<file path="config.mk">
export PLATFORM = sky130hd
export DESIGN_NAME = logic_analyzer
export DESIGN_NICKNAME = d
export VERILOG_FILES = /design/src/rtl/logic_analyzer.sv
export SDC_FILE = /design/constraint.sdc
export NUM_CORES = 1
export LEC_CHECK = 0
export ABC_AREA = 1
export CAP_MARGIN = 20
export CORE_MARGIN = 4
export CORE_UTILIZATION = 40
export DETAILED_ROUTE_END_ITERATION = 8
export PLACE_DENSITY = 0.66
export SETUP_SLACK_MARGIN = 0.05
export SYNTH_ARGS = -nofsm -noshare
export SYNTH_HDL_FRONTEND = slang
export SYNTH_SLANG_ARGS = --single-unit
</file>
<file path="constraint.sdc">
create_clock -name clk -period 6.6 [get_ports clk]
set_input_delay 0.66 -clock clk [delete_from_list [all_inputs] [get_ports clk]]
set_output_delay 0.66 -clock clk [all_outputs]
set_load 0.01 [all_outputs]
</file>
<file path="src/rtl/logic_analyzer.sv">
// rtl/logic_analyzer.sv - pre/post-trigger sample capture engine
// Circular sample buffer with programmable trigger and frozen DEPTH-sample window.
module logic_analyzer #(
  parameter int DEPTH = 8,
  parameter int PW    = $clog2(DEPTH)
) (
  input  logic               clk,
  input  logic               rst,
  input  logic               sample_en,
  input  logic [7:0]         probe,
  input  logic               trig_ext,
  input  logic               arm,
  input  logic               abort,
  input  logic [1:0]         trig_mode,
  input  logic [7:0]         trig_pattern,
  input  logic [7:0]         trig_mask,
  input  logic [PW-1:0]      pretrig,
  output logic               is_analyzer_run,
  output logic               is_analyzer_lock,
  output logic [DEPTH*8-1:0] capture_flat
);

  typedef enum logic [1:0] {IDLE, ARMED, CAPTURE, LOCKED} state_t;

  state_t        state, state_nxt;
  logic [7:0]    mem [DEPTH];
  logic [PW-1:0] wptr;
  logic [PW-1:0] fill;
  logic [PW-1:0] post;
  logic          trig_prev;

  logic          trig_hit;
  logic          arm_start;
  logic          do_write;
  logic          accept;
  logic [PW-1:0] post_init;

  assign post_init = PW'(DEPTH - 1) - pretrig;

  always_comb begin
    case (trig_mode)
      2'b00:   trig_hit = 1'b1;
      2'b01:   trig_hit = trig_ext & ~trig_prev;
      2'b10:   trig_hit = ~trig_ext & trig_prev;
      default: trig_hit = ((probe ^ trig_pattern) & trig_mask) == 8'h00;
    endcase
  end

  always_comb begin
    state_nxt = state;
    arm_start = 1'b0;
    do_write  = 1'b0;
    accept    = 1'b0;
    if (abort) begin
      state_nxt = IDLE;
    end else begin
      case (state)
        IDLE, LOCKED: begin
          if (arm) begin
            arm_start = 1'b1;
            state_nxt = ARMED;
          end
        end
        ARMED: begin
          if (sample_en) begin
            do_write = 1'b1;
            // A trigger only counts once the full pretrigger history is in the buffer.
            if (trig_hit && (fill == pretrig)) begin
              accept    = 1'b1;
              state_nxt = (post_init == '0) ? LOCKED : CAPTURE;
            end
          end
        end
        CAPTURE: begin
          if (sample_en) begin
            do_write = 1'b1;
            if (post <= PW'(1)) state_nxt = LOCKED;
          end
        end
        default: state_nxt = IDLE;
      endcase
    end
  end

  always_ff @(posedge clk) begin
    if (rst) begin
      state            <= IDLE;
      wptr             <= '0;
      fill             <= '0;
      post             <= '0;
      trig_prev        <= 1'b0;
      is_analyzer_run  <= 1'b0;
      is_analyzer_lock <= 1'b0;
      for (int i = 0; i < DEPTH; i++) mem[i] <= 8'h00;
    end else begin
      state            <= state_nxt;
      is_analyzer_run  <= (state_nxt == ARMED) || (state_nxt == CAPTURE);
      is_analyzer_lock <= (state_nxt == LOCKED);
      if (arm_start) begin
        wptr      <= '0;
        fill      <= '0;
        trig_prev <= trig_ext;
      end
      if (do_write) begin
        mem[wptr] <= probe;
        wptr      <= wptr + PW'(1);
        if (state == ARMED) begin
          trig_prev <= trig_ext;
          if (fill < pretrig) fill <= fill + PW'(1);
        end
      end
      if (accept) post <= post_init;
      else if (do_write && (state == CAPTURE)) post <= post - PW'(1);
    end
  end

  // Oldest sample first: once locked, wptr sits on the oldest entry.
  for (genvar k = 0; k < DEPTH; k++) begin : g_flat
    assign capture_flat[k*8 +: 8] = mem[wptr + PW'(k)];
  end

endmodule

</file>
Yosys cells after proc, flatten, opt, wreduce, memory -nomap -nowiden
Memories as Yosys holds them, arrays and structs flattened. A register that Yosys moved wholly into a read port is not among the register bits.
Index checks and enable logic that the tools add are counted.
{"block": "word_totals", "regBits": 14, "ram_bits": 64, "out_inout_bits": 66, "mem_count": 1}
{"block": "op_classes", "n_addsub": 10, "n_lt_le_gt_ge": 2, "eq_ne": 9, "muxes": 40, "bitwise": 6, "reduce_logical": 12}
{"name": "mem", "depth": 8, "width": 8, "rd": 8, "rd_ports_with_merged_regs": 1, "write_ports": 8, "line": "26", "text": "logic [7:0] mem [DEPTH];"}
{"operator": "two-way mux 3 bit", "count": 11}
{"operator": "two-way mux 1 bit", "count": 20}
{"operator": "adder 3 bit (second input constant)", "count": 4}
{"operator": "two-way mux 2 bit", "count": 6}
{"operator": "equality test 2 bit (second input constant)", "count": 5}
{"operator": "bitwise AND 8 bit", "count": 1}
{"operator": "logical NOT 8 bit", "count": 1}
{"operator": "two-way mux 8 bit", "count": 1}
{"operator": "OR reduction 8 bit", "count": 1}
{"operator": "bitwise XOR 8 bit", "count": 1}
{"operator": "adder 3 x 1 -> 3 bit (second input constant)", "count": 2}
{"operator": "adder 3 x 2 -> 3 bit (second input constant)", "count": 2}
{"operator": "equality test 2 x 1 -> 1 bit (second input constant)", "count": 3}
{"operator": "case mux 2 bit (3 select lines)", "count": 1}
{"operator": "logical NOT 2 bit", "count": 2}
{"operator": "nonzero test 2 bit", "count": 2}
{"operator": "OR reduction 2 bit", "count": 2}
{"operator": "equality test 3 bit", "count": 1}
{"operator": "<= comparator 3 x 1 -> 1 bit (second input constant)", "count": 1}
{"operator": "logical NOT 3 bit", "count": 1}
{"operator": "less-than comparator 3 bit", "count": 1}
{"operator": "case mux 1 bit (3 select lines)", "count": 1}
{"operator": "subtractor 3 x 1 -> 3 bit (second input constant)", "count": 1}
{"operator": "subtractor 3 bit (first input constant)", "count": 1}
{"operator": "4 further kinds", "count": 7}

Longest topological paths before layout
Gate-level depths: netlist of the first run.
{"block": "logic_depth", "ltp_word": 11, "ltp_mapped": 16, "ltp_nobuf": 16}

Worst setup path after synthesis of the first run
OpenSTA, ideal clock, no wires.
{"block": "synth_timing", "path_type": "register to output", "from": "register wptr[1]", "to": "output port capture_flat[47]", "t_arrival_ns": 1.954, "required_time_ns": 5.940, "slack_ns": 3.986, "path_stages_with_launch": 11, "cell_sequence": "dfxtp_1 > inv_2 > clkbuf_1 > ha_1 > buf_4 > inv_4 > buf_4 > o21ai_1 > inv_2 > nor2_1 > a21oi_1"}
{"block": "synth_via", "elab_chain_cells": 2}
{"item": "start: declaration", "line": "27", "text": "logic [PW-1:0] wptr;"}
{"item": "start signal: assignment", "line": "106", "text": "wptr <= wptr + PW'(1);"}
{"item": "adder 3 bit", "line": "119", "text": "assign capture_flat[k*8 +: 8] = mem[wptr + PW'(k)];"}
{"item": "memory (8 x 8 bit)"}
{"item": "end: declaration", "line": "20", "text": "output logic [DEPTH*8-1:0] capture_flat"}
Every way passes these cells.

Worst setup path after layout of the first run
{"block": "layout_timing", "from": "register wptr[0]", "to": "output port capture_flat[11]"}
{"block": "layout_via", "elab_chain_cells": 2}
{"item": "adder 3 x 1 -> 3 bit", "line": "119"}
{"item": "memory (8 x 8 bit)"}
Every way passes these cells.

==> results of run 1 <==
-- power by group --
group	internal [mW]	total [mW]	leakage, nW	switching (mW)
logic	0.111	0.260	2.11	0.148
registers	0.566	0.578	0.798	0.0117
clock network	0.288	0.475	0.139	0.187
-- through the flow --
step | cell area, um^2 | setup WS, ps | power, mW
after floorplan | 6070 | 3990 | 0.725
after global placement | 7080 | 2310 | 0.845
after detailed placement | 7080 | 2210 | 0.848
after CTS | 7370 | 1850 | 1.32
after global routing | 7370 | 1500 | 1.37
final | 7370 | 1830 | 1.31
-- sequential cells by signal, summed over array words and instances (netlist names), named ones only --
signal            count
fill                  3
is_analyzer_lock      1
is_analyzer_run       1
mem                  64
post                  3
state                 2
trig_prev             1
wptr                  3
-- cell type report --
type,count,share of cell area (%)
sequential,81,30.7
tap,184,3.13
timing repair buffer,103,13.9
inverter,98,5.03
clock inverter,7,0.832
multi-input combinational,639,43.3
clock buffer,9,3.06
-- cell families after synthesis --
family / count (synthesis) / synth area share [%]
compound gates: 245 / 21.3
fa+ha+maj: 16 / 3.30
mux: 21 / 3.46
flops: 81 / 37.2
simple gates: 354 / 23.9
xor+xnor: 3 / 0.680
buf+inv: 144 / 10.2
-- worst reg2reg max path: stages, from the launching register on --
cell and delay, ps:
sky130_fd_sc_hd__dfxtp_2 310, sky130_fd_sc_hd__buf_4 660, sky130_fd_sc_hd__inv_2 530, sky130_fd_sc_hd__ha_1 970, sky130_fd_sc_hd__nand2_1 170, sky130_fd_sc_hd__a21oi_1 210
-- path summary, 6_finish.rpt --
kind | to | slack [ps]
max reg2reg | flip-flop | 3670
min | fill[1]$_SDFF_PP0_ | 510
max | capture_flat[11] | 1830
min reg2reg | fill[1]$_SDFF_PP0_ | 510
-- layer usage --
layer	GRT usage, %	vias up	wire (um)
met3	3.44	26	1120
met4	7.06	0	467
met1	29.1	2501	8650
met5	0	-	0
met2	29.9	219	7420
li1	-	3010	-
-- layout by cell type, fill, tap and decap left out, types with 3 or more instances in the layout --
cell and n:
sky130_fd_sc_hd__a211oi_1 4, sky130_fd_sc_hd__a21oi_1 50, sky130_fd_sc_hd__a31oi_1 9, sky130_fd_sc_hd__buf_4 3, sky130_fd_sc_hd__clkbuf_16 9, sky130_fd_sc_hd__clkdlybuf4s50_1 100
sky130_fd_sc_hd__clkinv_2 3, sky130_fd_sc_hd__dfxtp_1 16, sky130_fd_sc_hd__edfxtp_1 64, sky130_fd_sc_hd__ha_1 16, sky130_fd_sc_hd__inv_1 81, sky130_fd_sc_hd__inv_2 15
sky130_fd_sc_hd__mux2i_1 21, sky130_fd_sc_hd__nand2_1 205, sky130_fd_sc_hd__nand2_2 4, sky130_fd_sc_hd__nand3_1 14, sky130_fd_sc_hd__nand3_2 12, sky130_fd_sc_hd__nor2_1 113
sky130_fd_sc_hd__o211ai_1 14, sky130_fd_sc_hd__o21ai_0 62, sky130_fd_sc_hd__o21ai_1 104
==> flow_summary.ini, run 1 <==
[synth]
post_synth.cell_area_avg_um2 = 7.03
synth.yosys.seq_area_share_pct = 37.2
synthesis.area_mm2 = 0.00607
mappedNetlistNets = 915
synth_cell_type_count = 33
netlist.area_leader.share_pct = 31.6
synth_flop_cell = sky130_fd_sc_hd__edfxtp_1
synth_top_cells_by_count = sky130_fd_sc_hd__nand2_1 (205), sky130_fd_sc_hd__nor2_1 (113), sky130_fd_sc_hd__o21ai_1 (104), sky130_fd_sc_hd__inv_1 (81), sky130_fd_sc_hd__edfxtp_1 (64)
synth_enable_flop_cells = 64
postSynthRegisterBits = 81
synth_cells = 864
synth_most_common_cell = sky130_fd_sc_hd__nand2_1
yosys_warnings = 0
ys_top_cells_by_area = sky130_fd_sc_hd__edfxtp_1 (32%), sky130_fd_sc_hd__nand2_1 (13%), sky130_fd_sc_hd__o21ai_1 (8.6%)
synth_top_area_cell = sky130_fd_sc_hd__edfxtp_1
ffs_w_async_s_r_synth_pct = 0

[global_route]
grt_max_degree = 104
grt_pass1_wl_um = 27300
grt_usage_pct = 19.9
grt.overflow.total = 0
number_of_antenna_violations_at_the_first_check_in_global_routing = 0
grt_pass1_vias = 4894

[timing]
hold_ws_ps = 505
final-max-slew-violation-count = 0
final_hold_viol_count = 0
relSlewSlack_pct = 31.1
layout_worst_path_cycle_share_pct = 72.2
sum_of_negative_setup_slack_ps = 0
grt_setup_unrepaired = no
timing.final.setup_violations = 0
layout_min_cycle_time_ps = 4770
final.setup_skew_ps = 4.00
max_clock_freq_ghz = 0.210
pin_slew_with_the_least_headroom_to_its_limit_ps = 1030

[floorplan]
io_pins = 101
die_height_um = 131
fp.coreArea_mm2 = 0.0147
dieArea_mm2 = 0.0172
starting_density_of_the_core_pct = 41.3
placementRows = 44
die_w_um = 131

[setup_path]
worst-endpoint-required_ps = 5940
crit_path_cell_trace = buf_4 > inv_2 > ha_1 > inv_4 > mux2i_1 > inv_1 > nor2_1 > a21oi_1 > clkdlybuf4s50_1
worstPathBufferInverterCount = 5
timing.critical_path.fanout_max = 103
critical_path_class = flip-flop to output pin
cp_num_cells = 9
rr_startpoint = wptr[0]$_SDFFE_PP0N_
path_depth_of_the_worst_reg2reg_path = 5
timing.critical_path.max_delay_family = buffers and inverters
timing.critical_path.from_type = flip-flop
critPathMaxStageDelay_ps = 960
cp_data_arrival_time_ps = 4110
slowest_stage = sky130_fd_sc_hd__ha_1
crit_path_start = wptr[0]$_SDFFE_PP0N_
critical_path.endpoint_type = output pin

[route]
count_of_vias_placed_by_the_detailed_router = 5756
drt_iter0_drc = 553
drt_pre_antenna_iters = 5
antenna_left = 0
vias_per_cell = 5.13
finalWirelength_um = 17700
drc = 0
detail_route.wl_per_cell_um = 15.8

[hold_path]
worstHoldPathType = flip-flop to flip-flop
start_point_of_the_worst_hold_path = fill[1]$_SDFF_PP0_
whs_path_depth = 2

[placed_design]
finalWeightedCongestion = 0.892
io_buffer_count = 100
place.detailed.hpwl_um = 14200
dp_cells = 1105

[power]
pwr_density_cell_mw_per_mm2 = 178
vdd_ir_drop_max_mv = 0.0978
p_leak_nw = 3.05

[clocking]
clock_sink_count = 81
post-cts-setup-buffer-count = 0
ctsResizeCount = 0
cts-htree-levels = 3
insertion_delay_ps = 330
tritoncts = built
cts_buffer_depth = 2
ctsHoldBuffers = 0
worst_setup_hold_path_clk_slew_ps = 60
cts_made_buffers = 9
root_buffer = sky130_fd_sc_hd__clkbuf_16

[status]
outcome = completed

[final_layout]
drive_gt1_share_pct = 6.08
total_area_of_sequential_cells_mm2 = 0.00226
multi_input_area_mm2 = 0.00319
final_nets = 983
synth_to_layout_area_growth_pct = 21.3
n_antenna_cell = 0
layout.filler_cells = 1464
fin_cells = 1121
final_util_pct = 50.1

[flow_run]
max-cap-violations = 0
(Power assumes the default switching activity.)
==> run 2, diff against run 1 <==
--- a/config.mk
+++ b/config.mk
@@ -10,7 +10,7 @@
 export CORE_MARGIN = 4
 export CORE_UTILIZATION = 40
 export DETAILED_ROUTE_END_ITERATION = 8
-export PLACE_DENSITY = 0.66
+export PLACE_DENSITY = 0.68
 export SETUP_SLACK_MARGIN = 0.05
 export SYNTH_ARGS = -nofsm -noshare
 export SYNTH_HDL_FRONTEND = slang
==> constraint.sdc (replaced) <==
create_clock -name clk -period 3.9 [get_ports clk]
set_input_delay 0.39 -clock clk [delete_from_list [all_inputs] [get_ports clk]]
set_output_delay 0.39 -clock clk [all_outputs]
set_load 0.01 [all_outputs]
==> run 2 against run 1 <==
  * Critical path depth decreased by 4
  * Combinational power increased by 68%
  * Final area increased by 1.5%
  * Worst hold slack improved by 5.4 ps
  * Setup slack got worse by 1000 ps
  * Clock-buffer cell count unchanged
  * Clock power increased by 100%
  * Wire length decreased by 1.9%
  * Power increased by 81%
  * Global-route usage decreased by 0.075 points
  * Critical endpoint is now capture_flat[3]
==> flow_summary.ini, run 2 (same netlist as run 1, synthesis figures left out) <==
[status]
outcome = completed

[clocking]
post-cts-setup-buffer-count = 0
clock_sink_count = 81
insertion_delay_ps = 340
ctsHoldBuffers = 0
tritoncts = built
cts_buffer_depth = 2
cts_made_buffers = 9
ctsResizeCount = 0
root_buffer = sky130_fd_sc_hd__clkbuf_16
worst_setup_hold_path_clk_slew_ps = 60
cts-htree-levels = 3

[floorplan]
fp.coreArea_mm2 = 0.0147
dieArea_mm2 = 0.0172
die_w_um = 131
starting_density_of_the_core_pct = 41.3
placementRows = 44
die_height_um = 131
io_pins = 101

[setup_path]
timing.critical_path.from_type = flip-flop
crit_path_cell_trace = o21ai_0 > o21ai_0 > nor2_1 > a31oi_1 > clkdlybuf4s50_1
slowest_stage = sky130_fd_sc_hd__dfxtp_1
timing.critical_path.fanout_max = 32
worst-endpoint-required_ps = 3510
critPathMaxStageDelay_ps = 960
critical_path.endpoint_type = output pin
cp_data_arrival_time_ps = 2680
critical_path_class = flip-flop to output pin
critical_path.most_common_cell = sky130_fd_sc_hd__o21ai_0

[timing]
final_hold_viol_count = 0
relSlewSlack_pct = 34.3
max_clock_freq_ghz = 0.326
final-max-slew-violation-count = 0
timing.final.setup_violations = 0
sum_of_negative_setup_slack_ps = 0
pin_slew_with_the_least_headroom_to_its_limit_ps = 985
layout_min_cycle_time_ps = 3070
hold_ws_ps = 510
layout_worst_path_cycle_share_pct = 78.7
grt_setup_unrepaired = no
final.setup_skew_ps = 5.91
finalWorstSetupSlack_ps = 829

[route]
drc = 0
antenna_left = 0
vias_per_cell = 5.17
drt_iter0_drc = 453
detail_route.wl_per_cell_um = 15.4
count_of_vias_placed_by_the_detailed_router = 5828
drt_pre_antenna_iters = 5
finalWirelength_um = 17300

[final_layout]
final_util_pct = 50.9
synth_to_layout_area_growth_pct = 23.2
postLayoutCellArea_mm2 = 0.00748
drive_gt1_share_pct = 6.68
total_area_of_sequential_cells_mm2 = 0.00226
multi_input_area_mm2 = 0.00319
layout_commonest_cell = sky130_fd_sc_hd__nand2_1
register_bank_with_the_most_flops = mem
final_nets = 989
largest_register_ffs = 64
n_antenna_cell = 0
most-common-layout-cells = sky130_fd_sc_hd__nand2_1 (205), sky130_fd_sc_hd__nor2_1 (113), sky130_fd_sc_hd__o21ai_1 (104), sky130_fd_sc_hd__clkdlybuf4s50_1 (100), sky130_fd_sc_hd__inv_1 (81)
fin_cells = 1127
layout.filler_cells = 1402

[placed_design]
finalWeightedCongestion = 0.919
io_buffer_count = 100
dp_cells = 1111
place.detailed.hpwl_um = 13800
dpl_cell_area_mm2 = 0.00714
place_worst_setup_slack_ps = 1230

[global_route]
grt_max_degree = 103
number_of_antenna_violations_at_the_first_check_in_global_routing = 0
grt.overflow.total = 0
grt_pass1_wl_um = 27500
grt_pass1_vias = 5062
grt_usage_pct = 19.9

[hold_path]
worstHoldPathType = flip-flop to flip-flop

[power]
pwr_density_cell_mw_per_mm2 = 318
power.total_mw = 2.38
vdd_ir_drop_max_mv = 0.225
p_leak_nw = 3.11

[flow_run]
max-cap-violations = 0
## run 2: cell count changes in the layout (fill, tap and decap cells not counted)
cell | previous run | this run
sky130_fd_sc_hd__buf_4 | 3 | 8
sky130_fd_sc_hd__buf_12 | 0 | 1
sky130_fd_sc_hd__clkinvlp_2 | 1 | 0
sky130_fd_sc_hd__bufinv_16 | 1 | 3
sky130_fd_sc_hd__clkinv_2 | 3 | 1
sky130_fd_sc_hd__inv_8 | 0 | 1
## run 2: critical path: cells and delay by family (launching register included)
family	cells	cell delay, ps
AO/OA/AOI/OAI	3	690
AND/OR/NAND/NOR	1	100
buffers and inverters	1	590
flip-flops	1	960
## run 2: path summary, 6_finish.rpt
check | slack (ps) | depth (start not counted) | from | to
worst max-delay path | 830 | 5 | flip-flop | capture_flat[3]
worst min-delay path | 510 | 2 | fill[2]$_SDFF_PP0_ | fill[2]$_SDFF_PP0_
worst max register to register | 1620 | 7 | state[0]$_SDFF_PP0_ | mem[6][1]$_SDFFCE_PN0P_
worst min register to register | 510 | 2 | fill[2]$_SDFF_PP0_ | fill[2]$_SDFF_PP0_
## run 2: final cells by class
class / instances / area share, %
Multi-Input combinational cell: 639 / 42.7
Sequential cell: 81 / 30.3
Timing Repair Buffer: 109 / 14.5
Inverter: 98 / 4.95
Tap cell: 184 / 3.08
Clock buffer: 9 / 3.01
Clock inverter: 7 / 1.57
## run 2: where the power goes
group | switching [mW] | leakage, nW | internal [mW]
Sequential | 0.0212 | 0.798 | 0.958
Combinational | 0.247 | 2.15 | 0.191
Clock | 0.333 | 0.165 | 0.626
## run 2: layer usage
metal | global-route usage [%] | vias to the layer above | part of all wire (%) | wire, um
met4 | 6.53 | 0 | 2.4 | 413
met1 | 28.1 | 2542 | 47 | 8180
met2 | 30.6 | 239 | 43 | 7400
met3 | 4.01 | 26 | 7.7 | 1340
li1 | - | 3021 | - | -
met5 | 0 | - | 0 | 0
